<file path="src/rtl/cdb_arbiter_pkg.sv">
// Shared CDB payload definition for the CDB write-port arbiter and its producers.
package cdb_arbiter_pkg;

  localparam int unsigned XLEN      = 32;
  localparam int unsigned ROB_TAG_W = 5;

  // One CDB broadcast: qualifier, result value and destination ROB tag.
  typedef struct packed {
    logic                 valid;
    logic [XLEN-1:0]      value;
    logic [ROB_TAG_W-1:0] rob_tag;
  } cdb_data_t;

endpackage

</file>
<file path="src/rtl/cdb_arbiter.sv">
// cdb_arbiter: shares the single CDB write port between NUM_SRC result producers.
// Each source has a FIFO_DEPTH-entry FIFO; one head is popped per cycle by a
// round-robin arbiter and broadcast from a registered output.
//
// Ports:
//   clock       rising-edge clock
//   reset_n     asynchronous active-low reset
//   squash      branch mispredict flush; clears every FIFO, blocks push and grant
//   src_data    per-source result, qualified by .valid
//   src_stall   per-source backpressure (FIFO full), from registered counts only
//   cdb_out     registered CDB broadcast (valid, value, rob_tag)
//   cdb_src_id  source index that produced cdb_out (debug / perf)
//
// Build option: define CDB_ARB_FIXED_PRIO_EN for fixed priority (lowest index
// wins, no round-robin pointer). Default is round-robin.
module cdb_arbiter
  import cdb_arbiter_pkg::*;
#(
  parameter int unsigned NUM_SRC    = 3,
  parameter int unsigned FIFO_DEPTH = 2
) (
  input  logic                       clock,
  input  logic                       reset_n,
  input  logic                       squash,
  input  cdb_data_t                  src_data [NUM_SRC],
  output logic [NUM_SRC-1:0]         src_stall,
  output cdb_data_t                  cdb_out,
  output logic [$clog2(NUM_SRC)-1:0] cdb_src_id
);

  localparam int unsigned SRC_W = $clog2(NUM_SRC);
  localparam int unsigned PTR_W = $clog2(FIFO_DEPTH);
  localparam int unsigned CNT_W = $clog2(FIFO_DEPTH + 1);

  logic [CNT_W-1:0] count  [NUM_SRC];
  logic [PTR_W-1:0] wr_ptr [NUM_SRC];
  logic [PTR_W-1:0] rd_ptr [NUM_SRC];
  cdb_data_t        mem    [NUM_SRC][FIFO_DEPTH];

  logic [NUM_SRC-1:0] push_c;
  logic [NUM_SRC-1:0] pop_c;
  logic [NUM_SRC-1:0] nonempty_c;
  logic               grant_c;
  logic [SRC_W-1:0]   winner_c;
  cdb_data_t          cdb_nxt_c;

  // Stall and push qualification; a slot freed by this cycle's pop is not reusable until next cycle.
  always_comb begin
    for (int i = 0; i < NUM_SRC; i++) begin
      src_stall[i]  = (count[i] == CNT_W'(FIFO_DEPTH));
      nonempty_c[i] = (count[i] != '0);
      push_c[i]     = src_data[i].valid && !src_stall[i] && !squash;
    end
  end

`ifdef CDB_ARB_FIXED_PRIO_EN
  // Fixed priority: scan downwards so the lowest non-empty index is kept.
  always_comb begin
    grant_c  = 1'b0;
    winner_c = '0;
    for (int k = NUM_SRC - 1; k >= 0; k--) begin
      if (nonempty_c[k]) begin
        grant_c  = 1'b1;
        winner_c = SRC_W'(k);
      end
    end
  end
`else
  logic [SRC_W-1:0] rr_ptr;

  // Round-robin: scan offsets downwards so the smallest offset from rr_ptr is kept.
  always_comb begin
    logic [SRC_W-1:0] idx;
    grant_c  = 1'b0;
    winner_c = '0;
    idx      = '0;
    for (int k = NUM_SRC - 1; k >= 0; k--) begin
      idx = SRC_W'((32'(rr_ptr) + 32'(k)) % NUM_SRC);
      if (nonempty_c[idx]) begin
        grant_c  = 1'b1;
        winner_c = idx;
      end
    end
  end

  // Pointer moves past the winner only on a real grant; squash leaves it alone.
  always_ff @(posedge clock or negedge reset_n) begin
    if (!reset_n) begin
      rr_ptr <= '0;
    end else if (grant_c && !squash) begin
      rr_ptr <= (winner_c == SRC_W'(NUM_SRC - 1)) ? '0 : winner_c + SRC_W'(1);
    end
  end
`endif

  // Pop select and next broadcast word built from the winner's head.
  always_comb begin
    for (int i = 0; i < NUM_SRC; i++) begin
      pop_c[i] = grant_c && !squash && (winner_c == SRC_W'(i));
    end
    cdb_nxt_c       = mem[winner_c][rd_ptr[winner_c]];
    cdb_nxt_c.valid = 1'b1;
  end

  // FIFO bookkeeping; squash discards everything buffered.
  always_ff @(posedge clock or negedge reset_n) begin
    if (!reset_n) begin
      for (int i = 0; i < NUM_SRC; i++) begin
        count[i]  <= '0;
        wr_ptr[i] <= '0;
        rd_ptr[i] <= '0;
      end
    end else if (squash) begin
      for (int i = 0; i < NUM_SRC; i++) begin
        count[i]  <= '0;
        wr_ptr[i] <= '0;
        rd_ptr[i] <= '0;
      end
    end else begin
      for (int i = 0; i < NUM_SRC; i++) begin
        if (push_c[i]) wr_ptr[i] <= wr_ptr[i] + PTR_W'(1);
        if (pop_c[i])  rd_ptr[i] <= rd_ptr[i] + PTR_W'(1);
        if (push_c[i] && !pop_c[i]) begin
          count[i] <= count[i] + CNT_W'(1);
        end else if (!push_c[i] && pop_c[i]) begin
          count[i] <= count[i] - CNT_W'(1);
        end
      end
    end
  end

  // FIFO storage; contents are don't-care until a pointer reaches them.
  always_ff @(posedge clock) begin
    for (int i = 0; i < NUM_SRC; i++) begin
      if (push_c[i]) mem[i][wr_ptr[i]] <= src_data[i];
    end
  end

  // Broadcast register; cleared to all-zero on every no-grant cycle.
  always_ff @(posedge clock or negedge reset_n) begin
    if (!reset_n) begin
      cdb_out    <= '0;
      cdb_src_id <= '0;
    end else if (grant_c && !squash) begin
      cdb_out    <= cdb_nxt_c;
      cdb_src_id <= winner_c;
    end else begin
      cdb_out <= '0;
    end
  end

endmodule

</file>
<file path="config.mk">
export PLATFORM = sky130hd
export DESIGN_NAME = cdb_arbiter
export DESIGN_NICKNAME = d
export VERILOG_FILES = /design/src/rtl/cdb_arbiter_pkg.sv /design/src/rtl/cdb_arbiter.sv
export SDC_FILE = /design/constraint.sdc
export NUM_CORES = 1
export LEC_CHECK = 0
export CELL_PAD_IN_SITES_DETAIL_PLACEMENT = 1
export CELL_PAD_IN_SITES_GLOBAL_PLACEMENT = 1
export CORE_MARGIN = 5
export CORE_UTILIZATION = 45
export DETAILED_ROUTE_END_ITERATION = 8
export PLACE_DENSITY_LB_ADDON = 0.1
export SYNTH_ARGS = -nofsm -noshare
export SYNTH_HDL_FRONTEND = slang
export SYNTH_SLANG_ARGS = --single-unit
</file>
<file path="constraint.sdc">
create_clock -name clock -period 11.1 [get_ports clock]
set_input_delay 1.11 -clock clock [delete_from_list [all_inputs] [get_ports clock]]
set_output_delay 1.11 -clock clock [all_outputs]
set_load 0.02 [all_outputs]
</file>
==> results <==
- The floorplan has between 50 and 60 rows.
- The count of buffers added by post-CTS timing repair for setup is 0.
- The synthesized netlist cell count is ~600.
- The worst setup path is launched from a flop.
- Across every metal layer, demand over resource in global routing totals approximately a fifth.
- The placer's final routability congestion estimate is ~0.77.
- The total internal power is 2390 uW.
- The signal on the critical path passes through inv_1, ha_1, nor3b_2, o32ai_1, or2_4, nand2_4, o211ai_1, a21oi_1.
- The post-route fraction of the period consumed by the critical path is between 30% and 40%.
- Clock tree synthesis found a total of 276 sinks.
- The number of pins exceeding their max-slew limit in the final report came to 0.
- The final critical path time including I/O delays and setup is 3.98 ns.
- The number of antenna violations at the first check in global routing is 0.
- At the worst endpoint, the required time is roughly 11 ns.
- The maximum single-stage delay on the critical path is about 0.93 ns.
- The CTS tree is built.
- The path type of the worst setup path is reg2reg.
- The ratio of total power to cell area is between 200 and 300 nW/um2.
- The run finished with clean final reports.
- The diode insertion count for antenna repair is 0.
- The wire length of the first global-routing pass is ~40,000 um.
- The die covers 26,300 um2.
- In the synthesized netlist the async set-or-reset flop fraction comes to between 10% and 20%.
- The height of the die is between 150 and 200 um.
- The clock network burns approximately a quarter of the power.
- The number of setup violations in the final report is 0.
- The sequential area share after synthesis is 77.0%.
- The final clock skew is 0.0157 ns.
- The count of synthesis-stage warnings from yosys is 0.
- The arrival time at the worst endpoint is approximately 4.4 ns.
- The layer with the highest usage after global routing is met2.
- Setup repair after global routing left no endpoint under its margin.
- Entering global routing, the biggest net connects 84 pins.
- In this run, CTS created clock tree buffers numbering 30.
- The number of DRC violations after detailed-routing iteration 0 is around 330.
- The cell count after placement is slightly above 1,000.
- The floorplan die width is between 150 and 200 um.
- The leakage component of the power is about 0.0044 uW.
- The post-synth design cell area is around 10,000 um2.
- The total buffers and inverters traversed by the critical path is 1.
- For this run, the top clock speed supported by timing is 251 MHz.
- Gates resized during post-CTS repair numbered 0.
- The number of placed I/O pins is 160.
- The later-pin clock latency in the skew report is approximately 0.54 ns.
- The class of the most critical hold timing path is reg2reg.
- The met3 demand-to-capacity share in global routing is 3.12%.
- The number of synthesized flops with an enable pin is 222.
- The number of global-route vias before repair is between 7,000 and 8,000.
- Of the total power, the share spent switching nets is between 30% and 40%.
- The most common flop cell mapped by yosys is sky130_fd_sc_hd__edfxtp_1.
- The clock tree root driver cell is sky130_fd_sc_hd__clkbuf_16.
- In this run the tool buffered the top-level ports with approximately 160 buffer cells.
- For this design, the CTS-stage hold fixing added 0 buffers.
- The final standard cell count with taps included and fillers excluded is between 1,000 and 1,500.
- The clock-pin transition on the worst setup and hold timing paths is 0.06 ns.
- For this run, design rule violations remaining after detail routing come to 0.
- The area of placed instances is 12,200 um2.
- On the critical path the largest part of the delay comes from simple AND/OR/NAND/NOR gates.
- Of the cells placed in the final design, the portion with a size suffix greater than 1 is ~11%.
- The sequential cell fraction of total power is between 30% and 40%.
- For this run the aggregate overflow at the end of global routing stands at 0.
- The slew at the pin with the worst max-slew slack is between 1 and 1.5 ns.
- Summed over all nets, the half-perimeter wirelength after detailed placement is between 15,000 and 20,000 um.
- The average cell area after synthesis is between 15 and 20 um2.
- The number of hold-slack violations in the final timing report is 0.
- In the final routed layout, each cell accounts on average for roughly 25 um.
- The routed layout has 6,096 vias.
- The switching power is around 1400 uW.
- The worst supply voltage drop on vdd is about 0.17 mV.
- The core area is 22,700 um2.
- The met2 track demand over resource is between 30% and 40%.
- Combinational logic burns 39.0% of the power.
- In this run the number of H-tree levels came out at 1.
- The count of nets left with antenna violations once routing finished came out at 0.
- The global-route track usage on met1 is around a quarter.
- The critical-path maximum fanout is between 80 and 90.
- After detailed routing, the number of vias per cell comes to 5.70.
- The worst slew slack as a fraction of its limit is 24.9%.
- Summed over all layers, the routed wires come to between 20,000 and 30,000 um.
- The deepest clock path buffer count is 3.
- The cell area after layout is 13,200 um2.
- The synthesis-to-finish area growth is 26.5%.
- The worst setup path is captured at a flop.
- Max-cap violations in this run came to 0.
- The first TritonRoute pass finished after 4 iterations.
- The flip-flop and latch count after synthesis is 276.
- For this configuration, the core starts out at a cell density of about 46%.
- The critical-path cell with the highest stage delay is sky130_fd_sc_hd__or2_4.
- The total negative setup slack is 0 ns.
- The synthesized netlist net count is 721.
- At the end of the flow, the number of nets in the layout was between 800 and 900.
- The distinct cell type count after synthesis is between 40 and 50.
-- power groups by stage --
stage	Combinational, uW	Sequential, uW	Clock [uW]
final	1470	1330	955
after global routing	1600	1350	1030
after CTS	1500	1340	980
after detailed placement	1480	1350	0
after global placement	1420	1350	0
after floorplan	1060	1380	0
-- synthesized netlist by cell type, types with 6 or more instances --
master | number | area share [%]
sky130_fd_sc_hd__nand2_1 | 6 | 0.22
sky130_fd_sc_hd__o22a_1 | 74 | 6.2
sky130_fd_sc_hd__dfrtp_1 | 54 | 13
sky130_fd_sc_hd__mux2i_1 | 6 | 0.58
sky130_fd_sc_hd__nor2_1 | 14 | 0.50
sky130_fd_sc_hd__buf_6 | 10 | 1.1
sky130_fd_sc_hd__o211ai_2 | 6 | 0.72
sky130_fd_sc_hd__o211ai_1 | 68 | 4.9
sky130_fd_sc_hd__nor3_1 | 8 | 0.38
sky130_fd_sc_hd__buf_2 | 18 | 0.86
sky130_fd_sc_hd__a21oi_1 | 29 | 1.4
sky130_fd_sc_hd__a21oi_2 | 10 | 0.84
sky130_fd_sc_hd__clkbuf_1 | 10 | 0.36
sky130_fd_sc_hd__edfxtp_1 | 222 | 64
-- per-layer routing --
metal  part of all wire (%)  routed length [um]
met1                     41               11000
met2                     53               14300
met3                    5.4                1480
met4                    1.3                 359
met5                      0                   0
-- registers in the layout, indices dropped and copies added (netlist names) --
signal and count:
cdb_out 38, cdb_src_id 2, count 6, mem 222, rd_ptr 3, rr_ptr 2
wr_ptr 3
-- through the flow --
step	hold WS [ns]	total power, uW	worst slack [ns]	util [%]
after global routing	0.542	3980	6.77	58.0
final	0.492	3760	7.12	58.0
after detailed placement	0.488	2840	7.10	53.8
after global placement	0.464	2760	7.35	53.8
after CTS	0.501	3820	7.06	58.0
after floorplan	0.446	2440	6.55	-
-- cells by family after synthesis --
group | share of synthesized area [%]
adders and majority gates | 0.336
muxes | 0.577
DFF | 77.0
xor gates and xnor gates | 0.757
and+or+nand+nor | 2.82
AOI/OAI and AO/OA | 15.6
buffers and inverters | 2.94
-- final cells by class --
class	instances	area [um2]
Fill cell	2062	9540
Sequential cell	276	8020
Multi-Input combinational cell	278	2140
Timing Repair Buffer	172	1690
Clock buffer	44	855
Tap cell	285	357
Clock inverter	10	100
Inverter	4	15.0
-- path summary, 6_finish.rpt --
kind / start / endpoint / slack [ns] / depth (start not counted)
setup / recovery: rr_ptr[0] / cdb_out[34] / 7.12 / 8
hold / removal: cdb_src_id[0] / cdb_src_id[0] / 0.49 / 2
setup reg to reg: rr_ptr[0] / cdb_out[34] / 7.12 / 8
hold reg to reg: cdb_src_id[0] / cdb_src_id[0] / 0.49 / 2
max in group asynchronous: reset_n / cdb_out[11] / 9.84 / 1
min in group asynchronous: reset_n / cdb_out[0] / 0.69 / 1
-- worst reg2reg max path: cells and delay by family (launching register included) --
kind | cells | cell delay (ns)
adder cells (fa/ha/maj) | 1 | 0.39
buffers and inverters | 1 | 0.06
flip-flops | 1 | 0.38
AND/OR/NAND/NOR | 3 | 1.92
AO/OA/AOI/OAI | 3 | 1.09
-- cell usage in the layout (no fill, tap or decap), drive strengths merged, types with 8 or more instances in the layout --
cell	count
o211ai	74
nor3	8
o22a	74
nor2	14
clkdlybuf4s50	158
buf	14
edfxtp	222
a21oi	39
clkbuf	44
dfrtp	54
(Power assumes the default switching activity.)
